### config.mk
export PLATFORM = sky130hd
export DESIGN_NAME = led_counter_renderer
export DESIGN_NICKNAME = d
export VERILOG_FILES = /design/src/rtl/led_pkg.sv /design/src/rtl/frame_step_counter.sv /design/src/rtl/led_counter_renderer.sv
export SDC_FILE = /design/constraint.sdc
export NUM_CORES = 1
export LEC_CHECK = 0
export CORE_ASPECT_RATIO = 0.5
export CORE_UTILIZATION = 42
export DETAILED_ROUTE_END_ITERATION = 12
export GPL_ROUTABILITY_DRIVEN = 0
export PLACE_DENSITY = 0.78
export SLEW_MARGIN = 20
export SYNTH_ARGS = -nofsm -noshare
export SYNTH_HDL_FRONTEND = slang
export SYNTH_SLANG_ARGS = --single-unit
### constraint.sdc
create_clock -name clk -period 2.1 [get_ports clk]
set_input_delay 0.315 -clock clk [delete_from_list [all_inputs] [get_ports clk]]
set_output_delay 0.315 -clock clk [all_outputs]
set_load 0.01 [all_outputs]
### src/rtl/led_pkg.sv
// ---------------------------------------------------------------------------
// led_pkg
// Shared constants and types for the LED counter renderer.
//   SPR_W / SPR_H   : sprite size in pixels (32x32)
//   SPR_CW / SPR_RW : column / row bits of the sprite ROM address
//   SPR_AW          : sprite ROM address width ({row, col})
//   RGB_W           : RGB565 pixel width
//   TRANSPARENT     : sprite colour that lets the background show through
//   sync_t          : de/hsync/vsync bundle carried down the pixel pipeline
// ---------------------------------------------------------------------------
package led_pkg;

  localparam int SPR_W  = 32;
  localparam int SPR_H  = 32;
  localparam int SPR_CW = $clog2(SPR_W);
  localparam int SPR_RW = $clog2(SPR_H);
  localparam int SPR_AW = SPR_RW + SPR_CW;
  localparam int RGB_W  = 16;

  localparam logic [RGB_W-1:0] TRANSPARENT = 16'h0000;

  typedef struct packed {
    logic de;
    logic hsync;
    logic vsync;
  } sync_t;

  // Blanked video with both (active-low) syncs inactive.
  localparam sync_t SYNC_IDLE = '{de: 1'b0, hsync: 1'b1, vsync: 1'b1};

endpackage

### src/rtl/frame_step_counter.sv
// ---------------------------------------------------------------------------
// frame_step_counter
// Frame-paced binary counter for the LED row.
//   clk       in   pixel clock
//   rst_n     in   asynchronous active-low reset
//   vsync_in  in   vertical sync (active-low); its falling edge marks a frame
//   count_en  in   advance enable, sampled only at the frame boundary
//   count     out  running counter value
//   shown     out  copy of count used for drawing; only changes at a frame
//                  boundary so a frame is never drawn with two values
// ---------------------------------------------------------------------------
module frame_step_counter #(
  parameter int N_LEDS          = 8,
  parameter int FRAMES_PER_STEP = 30
) (
  input  logic              clk,
  input  logic              rst_n,
  input  logic              vsync_in,
  input  logic              count_en,
  output logic [N_LEDS-1:0] count,
  output logic [N_LEDS-1:0] shown
);

  localparam int DIV_W = (FRAMES_PER_STEP > 1) ? $clog2(FRAMES_PER_STEP) : 1;
  localparam logic [DIV_W-1:0] DIV_LAST = DIV_W'(FRAMES_PER_STEP - 1);

  logic             vsync_q;
  logic             frame_start;
  logic             load_shown;
  logic [DIV_W-1:0] div;

  assign frame_start = vsync_q & ~vsync_in;

  // Edge detector state, plus a one-cycle delayed strobe so that shown picks
  // up the value count has just moved to.
  always_ff @(posedge clk or negedge rst_n) begin
    if (!rst_n) begin
      vsync_q    <= 1'b1;
      load_shown <= 1'b0;
    end else begin
      vsync_q    <= vsync_in;
      load_shown <= frame_start;
    end
  end

  // The divider only moves on enabled frame boundaries; count steps when the
  // divider wraps, and wraps itself modulo 2^N_LEDS.
  always_ff @(posedge clk or negedge rst_n) begin
    if (!rst_n) begin
      div   <= '0;
      count <= '0;
    end else if (frame_start && count_en) begin
      if (div == DIV_LAST) begin
        div   <= '0;
        count <= count + N_LEDS'(1);
      end else begin
        div <= div + DIV_W'(1);
      end
    end
  end

  always_ff @(posedge clk or negedge rst_n) begin
    if (!rst_n) begin
      shown <= '0;
    end else if (load_shown) begin
      shown <= count;
    end
  end

endmodule

### src/rtl/led_counter_renderer.sv
// ---------------------------------------------------------------------------
// led_counter_renderer
// Draws an N_LEDS-bit frame-paced counter as a row of 32x32 LED sprites
// (lit sprite for a 1 bit, dark sprite for a 0 bit, MSB leftmost). Drives
// the shared sprite ROM address, picks the lit/dark ROM output, applies
// transparency and outputs RGB565 three clocks after x/y, with de/hsync/vsync
// delayed by the same amount.
//   clk, rst_n         pixel clock, asynchronous active-low reset
//   x, y               current pixel position from the timing generator
//   de_in              active video, aligned with x/y
//   hsync_in, vsync_in syncs aligned with x/y (vsync active-low)
//   count_en           counter advance enable
//   rom_ad, rom_ce     shared sprite ROM address {row, col} and clock enable
//   rom_on_dout        lit-sprite ROM data, one clock after rom_ad
//   rom_off_dout       dark-sprite ROM data, one clock after rom_ad
//   rgb                RGB565 output pixel
//   de_out, hsync_out, vsync_out  syncs aligned with rgb
//   count              current counter value
// ---------------------------------------------------------------------------
module led_counter_renderer
  import led_pkg::*;
#(
  parameter int          N_LEDS          = 8,
  parameter logic [9:0]  X0              = 10'd64,
  parameter logic [9:0]  Y0              = 10'd224,
  parameter int          FRAMES_PER_STEP = 30,
  parameter logic [15:0] BG_COLOR        = 16'h0000
) (
  input  logic              clk,
  input  logic              rst_n,
  input  logic [9:0]        x,
  input  logic [9:0]        y,
  input  logic              de_in,
  input  logic              hsync_in,
  input  logic              vsync_in,
  input  logic              count_en,
  output logic [SPR_AW-1:0] rom_ad,
  output logic              rom_ce,
  input  logic [RGB_W-1:0]  rom_on_dout,
  input  logic [RGB_W-1:0]  rom_off_dout,
  output logic [RGB_W-1:0]  rgb,
  output logic              de_out,
  output logic              hsync_out,
  output logic              vsync_out,
  output logic [N_LEDS-1:0] count
);

  logic [N_LEDS-1:0] shown;

  logic [10:0]      dx;
  logic [10:0]      dy;
  logic             in_row;
  logic             in_led;
  logic [4:0]       led_idx;
  logic             bitsel_c;
  sync_t            sync_in;
  sync_t [2:0]      sync_pipe;
  logic             hit1;
  logic             bitsel1;
  logic             hit2;
  logic             bitsel2;
  logic [RGB_W-1:0] pix;
  logic [RGB_W-1:0] rgb_c;

  frame_step_counter #(
    .N_LEDS          (N_LEDS),
    .FRAMES_PER_STEP (FRAMES_PER_STEP)
  ) u_counter (
    .clk      (clk),
    .rst_n    (rst_n),
    .vsync_in (vsync_in),
    .count_en (count_en),
    .count    (count),
    .shown    (shown)
  );

  assign rom_ce = 1'b1;

  // Offsets are taken in 11 bits so a pixel left of / above the row becomes
  // a large value and fails the upper-bound test instead of aliasing.
  assign dx      = {1'b0, x} - {1'b0, X0};
  assign dy      = {1'b0, y} - {1'b0, Y0};
  assign in_row  = (y >= Y0) && (dy < 11'(SPR_H));
  assign in_led  = (x >= X0) && (dx < 11'(SPR_W * N_LEDS));
  assign led_idx = dx[SPR_CW +: 5];

  // LED 0 sits at the left and shows the MSB. A compare-per-bit lookup keeps
  // the select in range for any led_idx; the result only matters when hit.
  always_comb begin
    bitsel_c = 1'b0;
    for (int i = 0; i < N_LEDS; i++) begin
      if (led_idx == 5'(N_LEDS - 1 - i)) begin
        bitsel_c = shown[i];
      end
    end
  end

  assign sync_in = '{de: de_in, hsync: hsync_in, vsync: vsync_in};

  // Stage 1: ROM address plus the per-pixel hit/bit decision.
  // Stage 2: ROM data arrives; hit/bit move along with it.
  always_ff @(posedge clk or negedge rst_n) begin
    if (!rst_n) begin
      rom_ad  <= '0;
      hit1    <= 1'b0;
      bitsel1 <= 1'b0;
      hit2    <= 1'b0;
      bitsel2 <= 1'b0;
    end else begin
      rom_ad  <= {dy[SPR_RW-1:0], dx[SPR_CW-1:0]};
      hit1    <= de_in & in_row & in_led;
      bitsel1 <= bitsel_c;
      hit2    <= hit1;
      bitsel2 <= bitsel1;
    end
  end

  // Syncs ride a three-deep chain so they leave together with rgb.
  always_ff @(posedge clk or negedge rst_n) begin
    if (!rst_n) begin
      sync_pipe <= {3{SYNC_IDLE}};
    end else begin
      sync_pipe <= {sync_pipe[1:0], sync_in};
    end
  end

  // Blanking forces black; transparent sprite pixels and everything outside
  // the sprite row fall back to the background colour.
  always_comb begin
    pix   = bitsel2 ? rom_on_dout : rom_off_dout;
    rgb_c = BG_COLOR;
    if (!sync_pipe[1].de) begin
      rgb_c = '0;
    end else if (hit2 && (pix != TRANSPARENT)) begin
      rgb_c = pix;
    end
  end

  always_ff @(posedge clk or negedge rst_n) begin
    if (!rst_n) begin
      rgb <= '0;
    end else begin
      rgb <= rgb_c;
    end
  end

  assign de_out    = sync_pipe[2].de;
  assign hsync_out = sync_pipe[2].hsync;
  assign vsync_out = sync_pipe[2].vsync;

endmodule
# [Word-level counts from Yosys, hierarchy flattened]
# Cells that the tools add are included.
[totals] reg_bits=61 inputBits=58 out_inout_bits=38 elab_cells=58
[classes] n_addsub=4 n_lt_le_gt_ge=4 n_eq_ne=8 mux=12 bitwise=4 n_reduce_logical=7
[op_table] cell="2-to-1 mux 16 bit" n=3
[op_table] cell="equality test 5 x 3 -> 1 bit, second input constant" n=4
[op_table] cell="nonzero test 16 bit" n=1
[op_table] cell="less-than comparator 11 x 6 -> 1 bit, second input constant" n=1
[op_table] cell="less-than comparator 11 x 9 -> 1 bit, second input constant" n=1
[op_table] cell="subtractor 10 x 7 -> 11 bit, second input constant" n=1
[op_table] cell="subtractor 10 x 8 -> 11 bit, second input constant" n=1
[op_table] cell="equality test 5 x 2 -> 1 bit, second input constant" n=2
[op_table] cell="greater-or-equal comparator 10 x 7 -> 1 bit, second input constant" n=1
[op_table] cell="greater-or-equal comparator 10 x 8 -> 1 bit, second input constant" n=1
[op_table] cell="adder 8 x 1 -> 8 bit, second input constant" n=1
[op_table] cell="2-to-1 mux 1 bit" n=8
[op_table] cell="adder 5 x 1 -> 5 bit, second input constant" n=1
[op_table] cell="equality test 5 x 1 -> 1 bit, second input constant" n=1
[op_table] cell="equality test 5 bit, second input constant" n=1
[op_table] cell="logical NOT 5 bit" n=1
[op_table] cell="2-to-1 mux 5 bit" n=1
[op_table] cell="logical AND 1 bit" n=4
[op_table] cell="bitwise AND 1 bit" n=3
[op_table] cell="AND reduction 2 bit" n=1
[op_table] cell="NOT 1 bit" n=1

# [Logic depth before layout (Yosys ltp)]
[logic_depth] ltp_word=10 ltp_mapped=6 depth_no_buf=6

# [By module]
# A second synthesis with hierarchy kept.
[unflattened] hier_cells=174 hier_area_um2=2403.6
[by_module_without_submodules] mod="led_counter_renderer" n_inst=1 cells_per_inst=94 area_each_um2=1373.8 seq_area_each_um2=983.4
[by_module_without_submodules] mod="frame_step_counter" n_inst=1 cells_per_inst=80 area_each_um2=1029.7 seq_area_each_um2=576.8

# [Least setup slack after synthesis]
# No wires, ideal clock.
[synth_timing] path_kind="register to register" from="register u_counter.div[1]" to="register u_counter.count[7]" setup_time_ns=0.079 t_arrival_ns=1.374 t_required_ns=2.021 slack_ns=0.647 stages_incl_launch_ff=7 n_path_buf=0 synth_period_minus_slack_ns=1.453 cell_sequence="dfrtp_1 -> inv_1 -> ha_1 -> and4_4 -> nand3_4 -> nor4_4 -> xor2_1"
[synth_between] elab_chain_cells=2
[synth_lines] item="from (decl)" line_no="frame_step_counter.sv:30" rtl="logic [DIV_W-1:0] div;"
[synth_lines] item="from (signal assigned)" line_no="frame_step_counter.sv:57" rtl="div <= div + DIV_W'(1);"
[synth_lines] item="equality test 5 bit" line_no="frame_step_counter.sv:53" rtl="if (div == DIV_LAST) begin"
[synth_lines] item="AND reduction 2 bit (no line)"
[synth_lines] item="to (signal assigned)" line_no="frame_step_counter.sv:55" rtl="count <= count + N_LEDS'(1);"
[synth_lines] item="to (decl)" line_no="frame_step_counter.sv:20" rtl="output logic [N_LEDS-1:0] count,"
# Every way passes these cells.
# A chain may end at the register's enable or synchronous reset.

# [Worst setup path in the final report]
[layout_timing] from="register u_counter.count[2]" to="output port count[2]"
[layout_rtl] item="to (decl)" line_no="led_counter_renderer.sv:45" rtl="output logic [N_LEDS-1:0] count"
# No word-level cell between the ends.

==> results by group <==
Timing
  • Final hold vios: 0
  • Minimum clock period: between 1.5 and 2 ns
  • Setup TNS: 0 ns
  • RSZ-0062 raised after global routing: no
  • Count of pins over their slew limit: 0
  • Worst Tran Pin Value: 0.500 ns
  • Period utilization: 0.815
  • Slew headroom: 0.666
  • Final setup fails: 0
  • Max Freq: 584 MHz
  • Clock Skew: 0.00404 ns

Floorplan
  • Chip height: 54.9 um
  • Core ar.: between 0.005 and 0.006 mm^2
  • Rows: 18
  • Starting density of the core: 0.455
  • Die area: 0.00591 mm^2
  • IO Pins: between 90 and 100
  • Chip width: roughly 110 um

Final layout
  • Total Nets Final: between 300 and 400
  • Register area: between 0.0015 and 0.002 mm^2
  • N_diodes: 0
  • Fin area: 0.00359 mm^2
  • Post-Layout Cell Count: between 300 and 400
  • Syn-to-layout area delta: 52.7%
  • Ratio of cells with drive above 1 in the final layout: 0.127
  • Fill cell count: approximately 380
  • Multi-input logic area: between 700 and 800 um^2

Min path
  • Hold Path Depth: 0
  • Hold Path End: bitsel2
  • Hold WC Path Type: flip-flop to flip-flop
  • Hold path startpoint: bitsel1

Clock network
  • CTS tree: done
  • Num Clock Sinks: around 60
  • Reg clk slew, reported paths: about 0.070 ns
  • CTS Buffer Depth: 2
  • Root buffer cell: clkbuf_8
  • Post-CTS setup buffers: 0
  • H-Tree Depth: 3
  • Post-cts resize count: 0
  • Num CTS Buffers: 9
  • Worst-Skew Late Latency: around 0.33 ns
  • # hold bufs at CTS: 1

Critical path
  • Reg2Reg Depth: 5
  • Maximum fanout along the worst path: 5
  • Setup crit start kind: flip-flop
  • Worst path arrival time: 1.40 ns
  • Crit path depth: 1
  • Buf/Inv on CP: 1
  • Required @ worst endpoint: ~1.8 ns
  • Worst path slowest cell: clkdlybuf4s50_1
  • Critical path type: flip-flop to output pin
  • RR Endpoint: u_counter.count[1]
  • Crit Reg-Reg Startpoint: u_counter.div[1]
  • CP Cell Sequence: clkdlybuf4s50_1
  • CP Capture Type: output pin
  • CP top delay family: buffers and inverters
  • CP max stage delay: slightly below 0.6 ns
  • Reg2Reg Setup Slack: ~0.48 ns

Power and ir drop
  • Clock power frac: 0.406
  • PD cells: approximately 750 mW/mm^2
  • Int Pwr: roughly 2.1 mW
  • Total power: 2.68 mW
  • Comb pwr share: 0.112
  • Peak VDD IR: 0.000510 V
  • Sequential share of power: 0.482
  • Lkg Pwr: between 1.5 and 2 nW
  • Switching part of the total: 0.222
  • Psw: around 600 uW

Global route
  • Number of global-route vias before repair: 1601
  • First-pass GRT wire length: roughly 7.4 mm
  • Antenna violations before repair: 0
  • Overflow left after global routing: 0
  • GRT Util Overall: 0.182
  • Largest net degree at the start of global routing: 62

Outcome
  • Status: completed

Detailed routing
  • Wire length on met3: between 200 and 300 um
  • Routed Antenna Nets: 0
  • Vias per inst: around 4.6
  • DRC viols: 0
  • Routed via count: around 1600
  • Uppermost routed layer: met4
  • WL/cell: around 14 um
  • WL final: 4.91 mm
  • Initial DRT Pass Iterations: 6
  • Met2 routed WL: 2.65 mm
  • DRT iter0 DRCs: 37
  • M1 wire length: 1.93 mm

Logic synthesis
  • Synth Register Bits: between 60 and 70
  • Synth Warn #: 0
  • Mean post-synth cell area: roughly 13 um^2
  • Ys async rst share: 1.00
  • Synth cell types: 31
  • Syn_nets: approximately 240
  • Post-Synthesis Cells: between 150 and 200
  • Number of synthesized flops with an enable pin: 0
  • Post-synthesis cell area: roughly 0.0023 mm^2
  • Top_reg_cell synth: dfrtp_1
  • Post-synthesis sequential area ratio: 0.653

Placement
  • Detailed-placement wirelength estimate: around 3.5 mm
  • Port buffer count: between 90 and 100
  • # placed instances: about 340
  • DP Area: around 0.0034 mm^2

Run
  • Maxcap violations: 0
-- synthesized netlist by cell type (2+ instances only) --
cell type | count | area (um^2)
nor3_1 | 3 | 15.0
buf_2 | 3 | 15.0
dfstp_2 | 6 | 158
ha_1 | 4 | 50.1
mux2_2 | 9 | 101
clkbuf_1 | 2 | 7.51
dfrtp_1 | 55 | 1380
xnor2_1 | 3 | 26.3
nor2_1 | 25 | 93.8
mux2i_1 | 18 | 180
a21oi_1 | 4 | 20.0
nand4_1 | 4 | 25.0
xor2_1 | 5 | 43.8
nand2_1 | 12 | 45.0
inv_1 | 4 | 15.0
o21ai_0 | 5 | 25.0
-- power groups by stage --
stage	clock, mW	sequential, mW	combinational, mW
after floorplan	0	1.30	0.110
after global placement	0	1.30	0.290
after detailed placement	0	1.31	0.299
after CTS	1.13	1.29	0.303
after global routing	1.18	1.29	0.328
final	1.09	1.29	0.299
-- cells in the final DEF (no fill, tap or decap), drive strengths merged, types with 2 or more instances in the layout --
cell type	Yosys	layout
clkinv	0	3
mux2	9	9
xor2	5	5
mux2i	18	18
o21ai	5	5
inv	4	4
nand2	12	12
nand3	2	2
clkbuf	2	11
buf	4	3
clkdlybuf4s50	0	93
a21oi	4	4
xnor2	3	3
nor2	25	25
nand4	4	4
bufinv	0	2
ha	4	4
dfrtp	55	55
dfstp	6	6
nor3	3	3
-- sequential cells by signal, summed over array words and instances (netlist names) --
signal,count
u_counter.shown,8
u_counter.load_shown,1
hsync_out,1
bitsel2,1
sync_pipe,5
hit2,1
bitsel1,1
hit1,1
de_out,1
u_counter.vsync_q,1
u_counter.count,8
vsync_out,1
u_counter.div,5
rgb,16
rom_ad,10
-- worst max path at each step --
stage,startpoint,end,slack [ns]
floorplan,u_counter.div[1],u_counter.count[7],0.65
finish,u_counter.count[2],count[2],0.39
detailed placement,x[6],bitsel1,0.21
global placement,vsync_in,u_counter.count[7],0.29
CTS,u_counter.count[2],count[2],0.36
global route,u_counter.count[2],count[2],0.32
-- layer usage --
metal / global-route usage / vias up
met4: 0.0799 / 0
li1: - / 801
met2: 0.348 / 49
met1: 0.179 / 789
met3: 0.0798 / 4
met5: 0 / -
-- final cells by class --
type	instances	share of cell area
Clock inverter	5	0.0209
Timing Repair Buffer	97	0.271
Tap cell	70	0.0244
Sequential cell	61	0.428
Inverter	4	0.00419
Multi-Input combinational cell	106	0.215
Clock buffer	11	0.0366
-- kinds of logic (layout without fill, tap and decap cells) --
group	after synthesis	after routing	synth area share
fa+ha+maj	4	4	0.0213
flops	61	61	0.653
other cells	1	1	0.00160
mux	28	28	0.129
buf+inv	10	117	0.0192
compound gates	11	11	0.0256
xor+xnor	8	8	0.0298
simple gates	54	54	0.120
-- per-stage QoR --
| step | hold slack [ns] | util | setup WS, ns |
|---|---|---|---|
| 6_report | 0.356 | 0.695 | 0.389 |
| 2_1_floorplan | 0.0194 | - | 0.647 |
| 5_1_grt | 0.360 | 0.695 | 0.323 |
| 3_3_place_gp | 0.332 | 0.653 | 0.288 |
| 3_5_place_dp | 0.342 | 0.653 | 0.215 |
| 4_1_cts | 0.356 | 0.695 | 0.364 |
(Power assumes the default switching activity.)
